===== src/rtl/retire_pkg.sv =====
// Shared types for the retire/writeback stage: micro-op layout, register data and physical address.
package retire_pkg;
    localparam int XLEN    = 64;
    localparam int PADDR_W = 40;

    typedef logic [XLEN-1:0]    t_rv_reg_data;
    typedef logic [PADDR_W-1:0] t_paddr;

    typedef enum logic [1:0] {
        OP_NONE = 2'd0,
        OP_REG  = 2'd1,
        OP_IMM  = 2'd2,
        OP_CSR  = 2'd3
    } t_optype;

    typedef struct packed {
        t_optype    optype;
        logic [4:0] opreg;
    } t_dst;

    typedef struct packed {
        logic   valid;
        logic   mispred;
        t_paddr pc;
        t_dst   dst;
    } t_uinstr;
endpackage


===== src/rtl/retire.sv =====
// Retire/writeback stage: RB1 stage register, register-file write, retirement counters,
// and a flush FSM that drops wrong-path micro-ops for FLUSH_CYCLES cycles after a mispredict.
module retire
    import retire_pkg::*;
#(
    parameter int FLUSH_CYCLES = 3,
    parameter int CNT_W        = 64
) (
    input  logic             clk,
    input  logic             reset,
    input  logic             stall,
    input  t_uinstr          uinstr_ex1,
    input  t_rv_reg_data     result_ex1,
    output logic             br_mispred_rb1,
    output logic             redirect_vld_rb1,
    output t_paddr           redirect_pc_rb1,
    output logic             wr_en_rb1,
    output logic [4:0]       wr_addr_rb1,
    output t_rv_reg_data     wr_data_rb1,
    output logic [CNT_W-1:0] instret,
    output logic [31:0]      mispred_cnt,
    output logic             flushing
);

    typedef enum logic {
        RUN   = 1'b0,
        FLUSH = 1'b1
    } t_state;

    localparam logic [3:0] FCNT_LOAD = 4'(FLUSH_CYCLES - 1);

    t_state             state_q, state_d;
    logic [3:0]         fcnt_q, fcnt_d;
    t_uinstr            uinstr_rb1_q, uinstr_rb1_d;
    t_rv_reg_data       result_rb1_q, result_rb1_d;
    logic [CNT_W-1:0]   instret_q, instret_d;
    logic [31:0]        mispred_cnt_q, mispred_cnt_d;
    logic               retire_rb1;
    logic               unused_pc;

    always_ff @(posedge clk) begin
        if (reset) begin
            state_q             <= RUN;
            fcnt_q              <= 4'd0;
            instret_q           <= '0;
            mispred_cnt_q       <= 32'd0;
            uinstr_rb1_q        <= uinstr_rb1_d;
            uinstr_rb1_q.valid  <= 1'b0;
            result_rb1_q        <= result_rb1_d;
        end else begin
            state_q             <= state_d;
            fcnt_q              <= fcnt_d;
            instret_q           <= instret_d;
            mispred_cnt_q       <= mispred_cnt_d;
            uinstr_rb1_q        <= uinstr_rb1_d;
            result_rb1_q        <= result_rb1_d;
        end
    end

    always_comb begin
        uinstr_rb1_d     = stall ? uinstr_rb1_q : uinstr_ex1;
        result_rb1_d     = stall ? result_rb1_q : result_ex1;

        // Outputs are forced quiet while reset is held so nothing retires during reset.
        retire_rb1       = uinstr_rb1_q.valid & ~stall & (state_q == RUN) & ~reset;
        br_mispred_rb1   = retire_rb1 & uinstr_rb1_q.mispred;
        redirect_vld_rb1 = br_mispred_rb1;
        redirect_pc_rb1  = result_rb1_q[PADDR_W-1:0];
        wr_en_rb1        = retire_rb1 & (uinstr_rb1_q.dst.optype == OP_REG)
                           & (uinstr_rb1_q.dst.opreg != 5'd0);
        wr_addr_rb1      = uinstr_rb1_q.dst.opreg;
        wr_data_rb1      = result_rb1_q;
        flushing         = (state_q == FLUSH) & ~reset;

        instret_d        = instret_q + {{(CNT_W-1){1'b0}}, retire_rb1};
        mispred_cnt_d    = mispred_cnt_q;
        if (br_mispred_rb1 && (mispred_cnt_q != 32'hFFFF_FFFF)) begin
            mispred_cnt_d = mispred_cnt_q + 32'd1;
        end

        state_d = state_q;
        fcnt_d  = fcnt_q;
        case (state_q)
            RUN: begin
                if (br_mispred_rb1) begin
                    state_d = FLUSH;
                    fcnt_d  = FCNT_LOAD;
                end
            end
            FLUSH: begin
                // Counter runs even under stall: the flush window is measured in cycles.
                if (fcnt_q == 4'd0) begin
                    state_d = RUN;
                end else begin
                    fcnt_d = fcnt_q - 4'd1;
                end
            end
            default: begin
                state_d = RUN;
                fcnt_d  = 4'd0;
            end
        endcase
    end

    assign instret     = instret_q;
    assign mispred_cnt = mispred_cnt_q;
    assign unused_pc   = ^uinstr_rb1_q.pc;

    a_no_x0_write: assert property (@(posedge clk) disable iff (reset)
        wr_en_rb1 |-> (wr_addr_rb1 != 5'd0));
    a_mispred_redirect: assert property (@(posedge clk) disable iff (reset)
        br_mispred_rb1 |-> redirect_vld_rb1);
    a_fcnt_range: assert property (@(posedge clk) disable iff (reset)
        (state_q == FLUSH) |-> (fcnt_q <= FCNT_LOAD));

endmodule


===== config.mk =====
export PLATFORM = sky130hd
export DESIGN_NAME = retire
export DESIGN_NICKNAME = d
export VERILOG_FILES = /design/src/rtl/retire_pkg.sv /design/src/rtl/retire.sv
export SDC_FILE = /design/constraint.sdc
export NUM_CORES = 1
export LEC_CHECK = 0
export BUFFER_PORTS_ARGS = -buffer_cell sky130_fd_sc_hd__clkbuf_2
export CAP_MARGIN = 20
export CORE_MARGIN = 4
export CORE_UTILIZATION = 48
export CTS_CLUSTER_SIZE = 40
export DETAILED_ROUTE_END_ITERATION = 10
export PLACE_DENSITY_LB_ADDON = 0.12
export SETUP_SLACK_MARGIN = 0.2
export SYNTH_ARGS = -nofsm -noshare
export SYNTH_HDL_FRONTEND = slang
export SYNTH_SLANG_ARGS = --single-unit

===== constraint.sdc =====
create_clock -name clk -period 3.6 [get_ports clk]
set_input_delay 0.18 -clock clk [delete_from_list [all_inputs] [get_ports clk]]
set_output_delay 0.18 -clock clk [all_outputs]
set_load 0.05 [all_outputs]

; Yosys cells after proc, flatten, opt, wreduce, memory -nomap -nowiden
; Index checks and enable logic that the tools add are counted.
[totals]
ff_bits = 214
inputBits = 116
wordCells = 38
[op_classes]
add_sub_neg = 3
n_eq_ne = 4
mux = 7
bitwise = 10
reduce_logical = 4
[op_table]
columns = op, count
row1 = 64-bit by 1-bit adder with 64-bit output, 1
row2 = 49-bit two-way mux, 1
row3 = "32-bit by 1-bit adder with 32-bit output, second input constant", 1
row4 = "32-bit != test, second input constant", 1
row5 = 4-bit two-way mux, 2
row6 = 4-bit case mux with 2 select lines, 1
row7 = 1-bit AND, 7
row8 = 5-bit nonzero test, 1
row9 = 4-bit zero test, 1
row10 = "2-bit != test, second input constant", 2
row11 = "4-bit by 1-bit subtractor with 4-bit output, second input constant", 1
row12 = 1-bit NOT, 3
row13 = "2-bit by 1-bit == test with 1-bit output, second input constant", 1
row14 = 1-bit two-way mux, 2
row15 = 1-bit case mux with 2 select lines, 1
row16 = 2-bit AND reduction, 1
row17 = 1-bit logical AND, 1

; Longest topological paths before layout
; Gate-level depths: netlist of the first run.
[logic_depth]
depth_word = 7
depth_mapped = 9
depth_no_buf = 8

; Worst setup path before layout of the first run
; Ideal clock, no wire load.
[synth_path]
path_type = reg2reg
from = reg mispred_cnt_q[16] (netlist: mispred_cnt[16])
to = reg mispred_cnt_q[31] (netlist: mispred_cnt[31])
setup_ns = 0.101
arrival_time_ns = 2.385
t_required_ns = 3.499
path_slack_ns = 1.114
stages_incl_launch_ff = 7
period_less_slack_ns = 2.486
path_cell_list = dfxtp_1 > nand3_1 > or4_1 > o311ai_2 > buf_4 > o311ai_0 > o41ai_1
[synth_via]
elab_chain_cells = 2
word_cells_on_any_way = 3
[synth_rtl]
columns = element, line_no
row1 = from (decl), retire.sv:37  ; logic [31:0] mispred_cnt_q, mispred_cnt_d;
row2 = from (signal assigned), retire.sv:54  ; mispred_cnt_q <= mispred_cnt_d;
row3 = branches (longest 2 deep; another with 32-bit by 1-bit adder with 32-bit output), --
; Parallel ways; which one is timed is not known.
; A chain may end at the register's enable or synchronous reset.

; Worst setup path after layout of the first run
[layout_path]
from = reg state_q
to = reg instret_q[48] (netlist: instret[48])
[layout_via]
elab_chain_cells = 4
[layout_rtl]
columns = element, line_no
row1 = from (decl), retire.sv:32  ; t_state state_q, state_d;
row2 = from (signal assigned), retire.sv:51  ; state_q <= state_d;
row3 = 1-bit NOT, --
row4 = 1-bit AND (2 in series), retire.sv:65  ; retire_rb1 = uinstr_rb1_q.valid & ~stall & (state_q == RUN) & ~reset;
row5 = 64-bit by 1-bit adder with 64-bit output, retire.sv:75  ; instret_d = instret_q + {{(CNT_W-1){1'b0}}, retire_rb1};
row6 = to (signal assigned), retire.sv:53  ; instret_q <= instret_d;
row7 = to (decl), retire.sv:36  ; logic [CNT_W-1:0] instret_q, instret_d;
; No other way between the ends.

==> results.sh, run 1 <==
export IMPL_grt_pass1_wl_mm=34.35
export IMPL_viasPerCell=5.368
export IMPL_fill_cells=1257
export IMPL_fin_tns_setup_ps=0
export IMPL_power_leakage_nw=4.007
export IMPL_hp_class="input port to flip-flop"
export IMPL_grt_pass1_vias=6112
export IMPL_synth_cell_types=47
export IMPL_drv_cap=0
export IMPL_wl_per_cell_um=17.68
export IMPL_die_w_um=132.9
export IMPL_syn_avg_cell_area_um2=10.59
export IMPL_syn_nets=827
export IMPL_cp_max_fo=7
export IMPL_synth_top_cell_area_share_pct=28.89
export IMPL_cts_resized=0
export IMPL_finish_instance_area_um2=10080
export IMPL_grt_overflow_total=0
export IMPL_setup_ws_ps=746.8
export IMPL_syn_area_um2=7485
export IMPL_final_setup_viol_count=0
export IMPL_detailed_place_hpwl_mm=14.90
export IMPL_p_total_mw=4.529
export IMPL_crit_arrival_ps=3200
export IMPL_drcViolationCount=0
export IMPL_cts_sinks=174
export IMPL_drive_gt1_share_pct=32.79
export IMPL_initial_utilization_pct=49.05
export IMPL_synth_top_area_cell="edfxtp_1"
export IMPL_h_tree_depth=4
export IMPL_drv_slew=0
export IMPL_io_pins=325
export IMPL_grtUsageTotal_pct=24.15
export IMPL_routabilityCongestion=0.7935
export IMPL_cts_tree="done"
export IMPL_vias=6688
export IMPL_yosys_top_cells_area="edfxtp_1 29%, dfxtp_1 27%, buf_4 4.7%"
export IMPL_grt_max_degree=63
export IMPL_clk_latency_ps=430
export IMPL_cts_root_buf="clkbuf_16"
export IMPL_clk_path_buf_depth=2
export IMPL_relSlewSlack_pct=32.99
export IMPL_die_area_um2=17650
export IMPL_cp_end_kind="flip-flop"
export IMPL_status="completed"
export IMPL_wl_mm=22.03
export IMPL_post_route_period_util_pct=79.26
export IMPL_numCtsBuffers=17
export IMPL_nNetsFinal=1141
export IMPL_synth_ff_type="dfxtp_1"
export IMPL_synthArstFlopShare_pct=0
export IMPL_multi_input_comb_area_um2=2790
export IMPL_ant_nets=0
export IMPL_drtPass1Iterations=4
export IMPL_hold_viol=0
export IMPL_path_class="flip-flop to flip-flop"
export IMPL_dpl_cell_area_um2=8798
export IMPL_clkTransAtPathRegs_ps=70
export IMPL_rsz0062_at_grt="no"
export IMPL_rr_worst_depth=9
export IMPL_final_min_clock_period_ps=2853
export IMPL_fmax_mhz=350.5
export IMPL_rows=45
export IMPL_core_area_um2=15260
export IMPL_start_kind="flip-flop"
export IMPL_yosys_warnings=0
export IMPL_vdd_ir_drop_max_v=0.0002932
export IMPL_die_y_um=132.9
export IMPL_synthCells=707
export IMPL_place_ws_ps=813.0
export IMPL_port_buffers=284
export IMPL_drt_iter0_drc=374
export IMPL_seq_area_um2=4204
export IMPL_syn2layout_area_growth_pct=34.72
export IMPL_tightestPinTransition_ps=1003
export IMPL_antenna_found_initial=1
export IMPL_synth_edf_count=72
export IMPL_ys_seq_area_share_pct=56.17
export IMPL_synth_seq_cells=174
export IMPL_skew_ps=13.49
export IMPL_critPathRequiredTime_ps=3950
export IMPL_hold_depth=3
export IMPL_power_density_nw_per_um2=449.1
## metrics by stage
step	instances	utilization, %	hold slack, ps
floorplan	707	-	278.9
global placement	1141	57.66	356.8
detailed placement	1141	57.66	358.7
finish	1246	66.08	18.69
CTS	1245	66.07	2.032
global route	1246	66.08	50.99
## layer usage
| metal | up-vias | share of wire [%] | global-route usage (%) |
|---|---|---|---|
| met4 | 0 | 3.6 | 11.03 |
| met2 | 247 | 48 | 38.69 |
| met5 | - | 0 | 0 |
| met3 | 48 | 6.5 | 6.160 |
| li1 | 3219 | - | - |
| met1 | 3174 | 42 | 30.79 |
## cells by family (layout without fill, tap and decap cells)
| logic type | Yosys count | in the layout | share of synthesized area, % |
|---|---|---|---|
| flops | 174 | 174 | 56.17 |
| buf+inv | 82 | 409 | 6.553 |
| fa+ha+maj | 4 | 4 | 0.6687 |
| compound gates | 99 | 99 | 8.024 |
| xor+xnor | 52 | 52 | 6.085 |
| simple gates | 294 | 294 | 22.23 |
| other cells | 0 | 1 | 0 |
| mux | 2 | 2 | 0.2675 |
## placed cells by master (no fill, tap or decap), types with 21 or more instances in the layout
master         netlist  layout
xnor2_1             24      24
dfxtp_1            102     102
nor2_1              62      62
nand2_1             35      35
dlygate4sd3_1        0      72
or4_1               21      21
o31ai_1             21      21
clkbuf_2             2     283
xor2_1              28      28
nand4_1             42      42
edfxtp_1            72      72
a21oi_1             45      45
nand3_1             40      40
## synthesized netlist by cell type, types with 2 or more instances
library cell	n
or4_1	21
or3_1	17
a21oi_1	45
nor3_1	14
nor2_1	62
buf_4	47
o211ai_1	2
inv_1	11
nand4_2	2
a211oi_1	3
nor4_1	14
and3_1	12
nand3_1	40
xnor2_1	24
o31ai_1	21
mux2i_1	2
clkbuf_1	19
and2_1	6
nand4_1	42
xor2_1	28
o21ai_0	20
buf_2	3
nand2_1	35
edfxtp_1	72
ha_1	4
and4_1	15
nor2b_1	4
dfxtp_1	102
clkbuf_2	2
## worst max-delay path: stages (launching register included)
cell,delay [ps]
dfxtp_1,360
nor4b_4,250
buf_4,180
ha_1,240
ha_1,250
and2_1,240
and4_1,330
nand4_1,300
or4_1,490
a21oi_1,150
## worst paths after layout
path | start | endpoint | slack [ps]
max | state_q | instret[48] | 750
min | uinstr_ex1[48] | uinstr_rb1_q[48] | 20
max reg2reg | state_q | instret[48] | 750
min reg2reg | mispred_cnt[1] | mispred_cnt[1] | 490
## state kept, by name (all words and copies together), names as in the netlist
name	flops
fcnt_q	4
wr_data_rb1	64
mispred_cnt	32
uinstr_rb1_q	4
wr_addr_rb1	5
state_q	1
instret	64
## layout make-up
cell class / instances / area share, %
flip-flops and latches: 174 / 41.69
multi-input cells: 451 / 27.67
repair buffers: 366 / 22.01
clock buffers: 18 / 4.256
well taps: 211 / 2.618
clock inverters: 14 / 1.315
inverters: 11 / 0.4095
diodes: 1 / 0.02482
## where the power goes
group	internal, mW	switching, mW
combinational	0.149	0.470
sequential	2.13	0.0362
clock	0.963	0.781
## timing repair
| action | CTS | global route |
|---|---|---|
| hold buffers | 72 | 0 |
| endpoints found under the hold margin | 72 | 0 |
| endpoints found under the setup margin | 0 | 0 |
| buffers inserted | 0 | 0 |
Note: power is estimated with default switching activity, not from simulation.
==> run 2, diff against run 1 <==
==> constraint.sdc (replaced) <==
create_clock -name clk -period 3 [get_ports clk]
set_input_delay 0.15 -clock clk [delete_from_list [all_inputs] [get_ports clk]]
set_output_delay 0.15 -clock clk [all_outputs]
set_load 0.05 [all_outputs]
==> run 2 against run 1 <==
- power increased by 20%
- register-to-register slack got worse by 330 ps
- cell count increased by 0.48%
- non-clock buffer count increased by 6
- utilization increased by 0.43 points
- clock power increased by 21%
- fmax increased by 11%
- global-route usage increased by 0.58 points
- routed wire length increased by 1.2%
- critical path type unchanged
- highest routed layer unchanged
==> results.sh, run 2 (same netlist as run 1, synthesis figures left out) <==
export IMPL_status="completed"
export IMPL_path_class="flip-flop to flip-flop"
export IMPL_clk_latency_ps=420
export IMPL_cp_buffers_inverters=1
export IMPL_cp_max_fo=6
export IMPL_r2r_end="instret[50]"
export IMPL_vdd_ir_drop_max_v=0.0003500
export IMPL_initial_utilization_pct=49.05
export IMPL_fmax_mhz=387.6
export IMPL_viasPerCell=5.300
export IMPL_power_leakage_nw=4.041
export IMPL_fin_tns_setup_ps=0
export IMPL_die_y_um=132.9
export IMPL_ant_nets=0
export IMPL_r2r_slack_ps=420
export IMPL_worst_path_max_delay_cell="dfxtp_1"
export IMPL_numCtsBuffers=17
export IMPL_drtPass1Iterations=4
export IMPL_fill_cells=1207
export IMPL_grt_pass1_vias=6140
export IMPL_antenna_found_initial=1
export IMPL_holdWs_ps=84.98
export IMPL_critPathMaxStageDelay_ps=350
export IMPL_worst_hold_path_endpoint="uinstr_rb1_q[48]"
export IMPL_layout_commonest_cell="clkbuf_2"
export IMPL_routabilityCongestion=0.7661
export IMPL_crit_family="simple AND/OR/NAND/NOR gates"
export IMPL_critPathRequiredTime_ps=3340
export IMPL_crit_chain="nor4b_4 > ha_2 > ha_1 > and2_2 > and4_4 > nand4_1 > buf_4 > or3_1 > a21oi_1"
export IMPL_hp_start="stall"
export IMPL_hold_viol=0
export IMPL_rsz0062_at_grt="no"
export IMPL_nNetsFinal=1147
export IMPL_post_route_period_util_pct=86.00
export IMPL_reg2reg_from="state_q"
export IMPL_cts_tree="done"
export IMPL_crit_arrival_ps=2920
export IMPL_grt_overflow_total=0
export IMPL_core_area_um2=15260
export IMPL_h_tree_depth=4
export IMPL_io_pins=325
export IMPL_grt_max_degree=101
export IMPL_wl_per_cell_um=17.80
export IMPL_grt_pass1_wl_mm=34.92
export IMPL_cp_end_kind="flip-flop"
export IMPL_fin_cells=1252
export IMPL_power_density_nw_per_um2=536.8
export IMPL_clk_path_buf_depth=2
export IMPL_drv_slew=0
export IMPL_grtUsageTotal_pct=24.73
export IMPL_wl_mm=22.28
export IMPL_drt_iter0_drc=438
export IMPL_tightestPinTransition_ps=1099
export IMPL_cts_sinks=174
export IMPL_clkTransAtPathRegs_ps=70
export IMPL_die_w_um=132.9
export IMPL_start_kind="flip-flop"
export IMPL_rows=45
export IMPL_rr_worst_depth=9
export IMPL_syn2layout_area_growth_pct=35.61
export IMPL_hp_class="input port to flip-flop"
export IMPL_drv_cap=0
export IMPL_final_cell_mix="283 x clkbuf_2, 102 x dfxtp_1, 73 x dlygate4sd3_1"
export IMPL_relSlewSlack_pct=26.75
export IMPL_skew_ps=9.837
export IMPL_detailed_place_hpwl_mm=14.84
export IMPL_final_min_clock_period_ps=2580
export IMPL_die_area_um2=17650
export IMPL_cts_root_buf="clkbuf_16"
export IMPL_drcViolationCount=0
export IMPL_final_setup_viol_count=0
export IMPL_placed_cells=1142
export IMPL_vias=6636
export IMPL_hold_depth=3
export IMPL_port_buffers=284
export IMPL_p_total_mw=5.448
export IMPL_drive_gt1_share_pct=33.17
-- run 2: changes by cell type in the layout (fill, tap and decap cells not counted), moves of 2 or more --
cell	before	now
clkinvlp_2	2	0
clkinv_1	0	2
buf_4	11	15
clkinv_4	3	5
-- run 2: routing by layer --
metal	part of all wire (%)	GRT usage, %	routed length, um	vias up
met2	49	41.11	10850	227
li1	-	-	-	3239
met4	2.3	8.487	508	0
met5	0	0	0	-
met3	5.7	5.703	1266	31
met1	43	31.82	9655	3139
-- run 2: final cells by class --
cell class	count	area, um2	area share, %
flip-flops and latches	174	4204	41.42
multi-input cells	451	2796	27.55
well taps	211	264.0	2.601
clock inverters	14	132.6	1.307
repair buffers	372	2280	22.46
clock buffers	18	429.2	4.228
diodes	1	2.502	0.02465
inverters	11	41.29	0.4068
-- run 2: worst max path at each step --
stage / startpoint / end / slack (ps) / cells after the start
final: state_q / instret[50] / 420 / 9
after global routing: state_q / instret[62] / 210 / 9
after CTS: state_q / instret[48] / 220 / 8
after detailed placement: state_q / instret[48] / 180 / 8
after global placement: state_q / instret[52] / 250 / 8
after floorplan: mispred_cnt[16] / mispred_cnt[31] / 510 / 6
-- run 2: worst min-delay path, stage by stage --
cell	delay, ps
clkbuf_2	150
mux2i_1	90
nor2_1	80
-- run 2: per-stage QoR --
stage	setup slack, ps	utilization (%)	instance area (um2)
5_1_grt	212.3	66.52	10150
3_5_place_dp	179.2	57.79	8818
6_report	420.1	66.52	10150
3_3_place_gp	248.9	57.79	8818
2_1_floorplan	514.1	-	7485
4_1_cts	217.7	66.41	10130
-- run 2: power by group --
group	internal [mW]	switching, mW
logic	0.181	0.565
clock network	1.16	0.948
registers	2.55	0.0423
-- run 2: timing repair --
item / 4_1_cts / 5_1_grt
pin swaps: 2 / 3
setup buffers: 3 / 1
gates resized for setup: 0 / 4
setup endpoints to repair: 3 / 13
hold endpoints to repair: 73 / 0
hold buffers: 73 / 0
==> run 3, diff against run 2 <==
--- a/config.mk
+++ b/config.mk
@@ -12,6 +12,7 @@
 export CTS_CLUSTER_SIZE = 40
 export DETAILED_ROUTE_END_ITERATION = 10
 export PLACE_DENSITY_LB_ADDON = 0.12
+export REMOVE_ABC_BUFFERS = 1
 export SETUP_SLACK_MARGIN = 0.2
 export SYNTH_ARGS = -nofsm -noshare
 export SYNTH_HDL_FRONTEND = slang
==> run 3 against run 2 <==
- cell count grew 0.48%
- critical path depth is the same
- critical endpoint is now instret[52]
- largest power group unchanged
- sequential share of layout area shrank 0.26 points
==> results.sh, run 3 (same netlist as run 1, synthesis figures left out) <==
export IMPL_syn2layout_area_growth_pct=36.46
export IMPL_worst_path_max_delay_cell="dfxtp_1"
export IMPL_cp_max_fo=6
export IMPL_grt_overflow_total=0
export IMPL_cts_root_buf="clkbuf_16"
export IMPL_grt_max_degree=89
export IMPL_cts_sinks=174
export IMPL_cts_resized=0
export IMPL_die_w_um=132.9
export IMPL_grt_pass1_wl_mm=35.89
export IMPL_wl_per_cell_um=18.45
export IMPL_critPathRequiredTime_ps=3260
export IMPL_clkPwrFrac_pct=40.0
export IMPL_die_area_um2=17650
export IMPL_rsz0062_at_grt="no"
export IMPL_setup_ws_ps=409.8
export IMPL_wl_met3_mm=1.797
export IMPL_crit_arrival_ps=2850
export IMPL_critPathMaxStageDelay_ps=330
export IMPL_core_area_um2=15260
export IMPL_drive_gt1_share_pct=33.40
export IMPL_h_tree_depth=4
export IMPL_relSlewSlack_pct=37.38
export IMPL_antenna_found_initial=2
export IMPL_drv_cap=0
export IMPL_fin_tns_setup_ps=0
export IMPL_final_cell_mix="283 x clkbuf_2, 102 x dfxtp_1, 73 x dlygate4sd3_1"
export IMPL_nNetsFinal=1152
export IMPL_p_int_mw=4.003
export IMPL_initial_utilization_pct=49.05
export IMPL_hold_viol=0
export IMPL_met2_length_mm=11.21
export IMPL_skew_ps=11.08
export IMPL_routabilityCongestion=0.8423
export IMPL_highest_layer="met4"
export IMPL_grt_pass1_vias=6405
export IMPL_cts_tree="done"
export IMPL_drcViolationCount=0
export IMPL_start_kind="flip-flop"
export IMPL_drt_iter0_drc=373
export IMPL_fmax_mhz=386.1
export IMPL_seq_power_share_pct=46.5
export IMPL_vdd_ir_drop_max_v=0.0004595
export IMPL_power_switching_mw=1.584
export IMPL_place_ws_ps=352.1
export IMPL_clk_latency_ps=420
export IMPL_power_density_nw_per_um2=547.1
export IMPL_rows=45
export IMPL_clkTransAtPathRegs_ps=60
export IMPL_wl_mm=23.21
export IMPL_crit_chain="nor4b_4 > ha_1 > ha_1 > and2_1 > and4_1 > nand4_1 > buf_4 > o31ai_1 > a21oi_1"
export IMPL_p_sw_share_pct=28.36
export IMPL_viasPerCell=5.355
export IMPL_layout_commonest_cell="clkbuf_2"
export IMPL_final_min_clock_period_ps=2590
export IMPL_ant_nets=0
export IMPL_drv_slew=0
export IMPL_grtUsageTotal_pct=25.54
export IMPL_post_route_period_util_pct=86.34
export IMPL_path_common_cell="ha_1"
export IMPL_met1_length_mm=9.498
export IMPL_detailed_place_hpwl_mm=16.09
export IMPL_status="completed"
export IMPL_clk_path_buf_depth=2
export IMPL_power_leakage_nw=4.088
export IMPL_fin_util_pct=66.94
export IMPL_fill_cells=1246
export IMPL_numCtsBuffers=17
export IMPL_final_setup_viol_count=0
export IMPL_port_buffers=284
export IMPL_path_class="flip-flop to flip-flop"
export IMPL_pwr_share_comb_pct=13.5
export IMPL_hp_class="input port to flip-flop"
export IMPL_r2r_slack_ps=410
export IMPL_die_y_um=132.9
export IMPL_vias=6737
export IMPL_drtPass1Iterations=5
export IMPL_tightestPinTransition_ps=939.3
export IMPL_io_pins=325
export IMPL_cp_end_kind="flip-flop"
run 3: changes by cell type in the layout (fill, tap and decap cells not counted), sizes merged:
| cell | change |
|---|---|
| clkinv | -2 |
| buf | +5 |
| diode | +1 |
| bufinv | +1 |
| clkbuf | +1 |
run 3: repair_timing:
action | in CTS | in global routing
hold endpoints to repair | 73 | 0
setup buffers | 0 | 2
hold buffers | 73 | 0
setup endpoints to repair | 0 | 3
run 3: metal layers:
layer  vias up  GRT usage (%)
met5         -              0
met4         0          9.296
met3        36          8.365
met2       240          41.53
met1      3215          31.82
li1       3246              -
run 3: area by class of cell:
| type | instances | area, um2 | share of cell area (%) |
|---|---|---|---|
| multi-input cells | 451 | 2790 | 27.32 |
| flip-flops and latches | 174 | 4204 | 41.16 |
| inverters | 11 | 41.29 | 0.4043 |
| clock buffers | 19 | 442.9 | 4.337 |
| diodes | 2 | 5.005 | 0.04900 |
| clock inverters | 13 | 151.4 | 1.482 |
| repair buffers | 377 | 2315 | 22.66 |
| well taps | 211 | 264.0 | 2.585 |
run 3: worst max-delay path: cells and delay by family, from the launching register on:
family                     cells  cell delay (ps)
and+or+nand+nor                4             1040
buffers and inverters          1              230
AOI/OAI and AO/OA              2              330
DFF                            1              330
adders and majority gates      2              500
run 3: final timing paths:
path | end | depth (start not counted) | start
worst min-delay path | uinstr_rb1_q[48] | 3 | stall
worst min register to register | instret[63] | 2 | instret[63]
worst max-delay path | instret[52] | 9 | state_q
worst max register to register | instret[52] | 9 | state_q
run 3: metrics by stage:
stage / power [mW] / cell area, um2 / hold WS, ps / cells
final: 5.587 / 10210 / 70.51 / 1258
after CTS: 5.614 / 10190 / 51.51 / 1254
after detailed placement: 3.316 / 8869 / 328.6 / 1149
after global placement: 3.312 / 8869 / 327.2 / 1149
after global routing: 5.755 / 10210 / 104.7 / 1257
after floorplan: 3.090 / 7036 / 219.1 / 636
run 3: power by group through the flow:
stage | logic, mW | registers [mW] | clock network (mW)
3_5_place_dp | 0.671 | 2.64 | 0
2_1_floorplan | 0.0278 | 3.06 | 0
5_1_grt | 0.779 | 2.60 | 2.37
4_1_cts | 0.754 | 2.59 | 2.27
6_report | 0.757 | 2.60 | 2.23
3_3_place_gp | 0.670 | 2.64 | 0
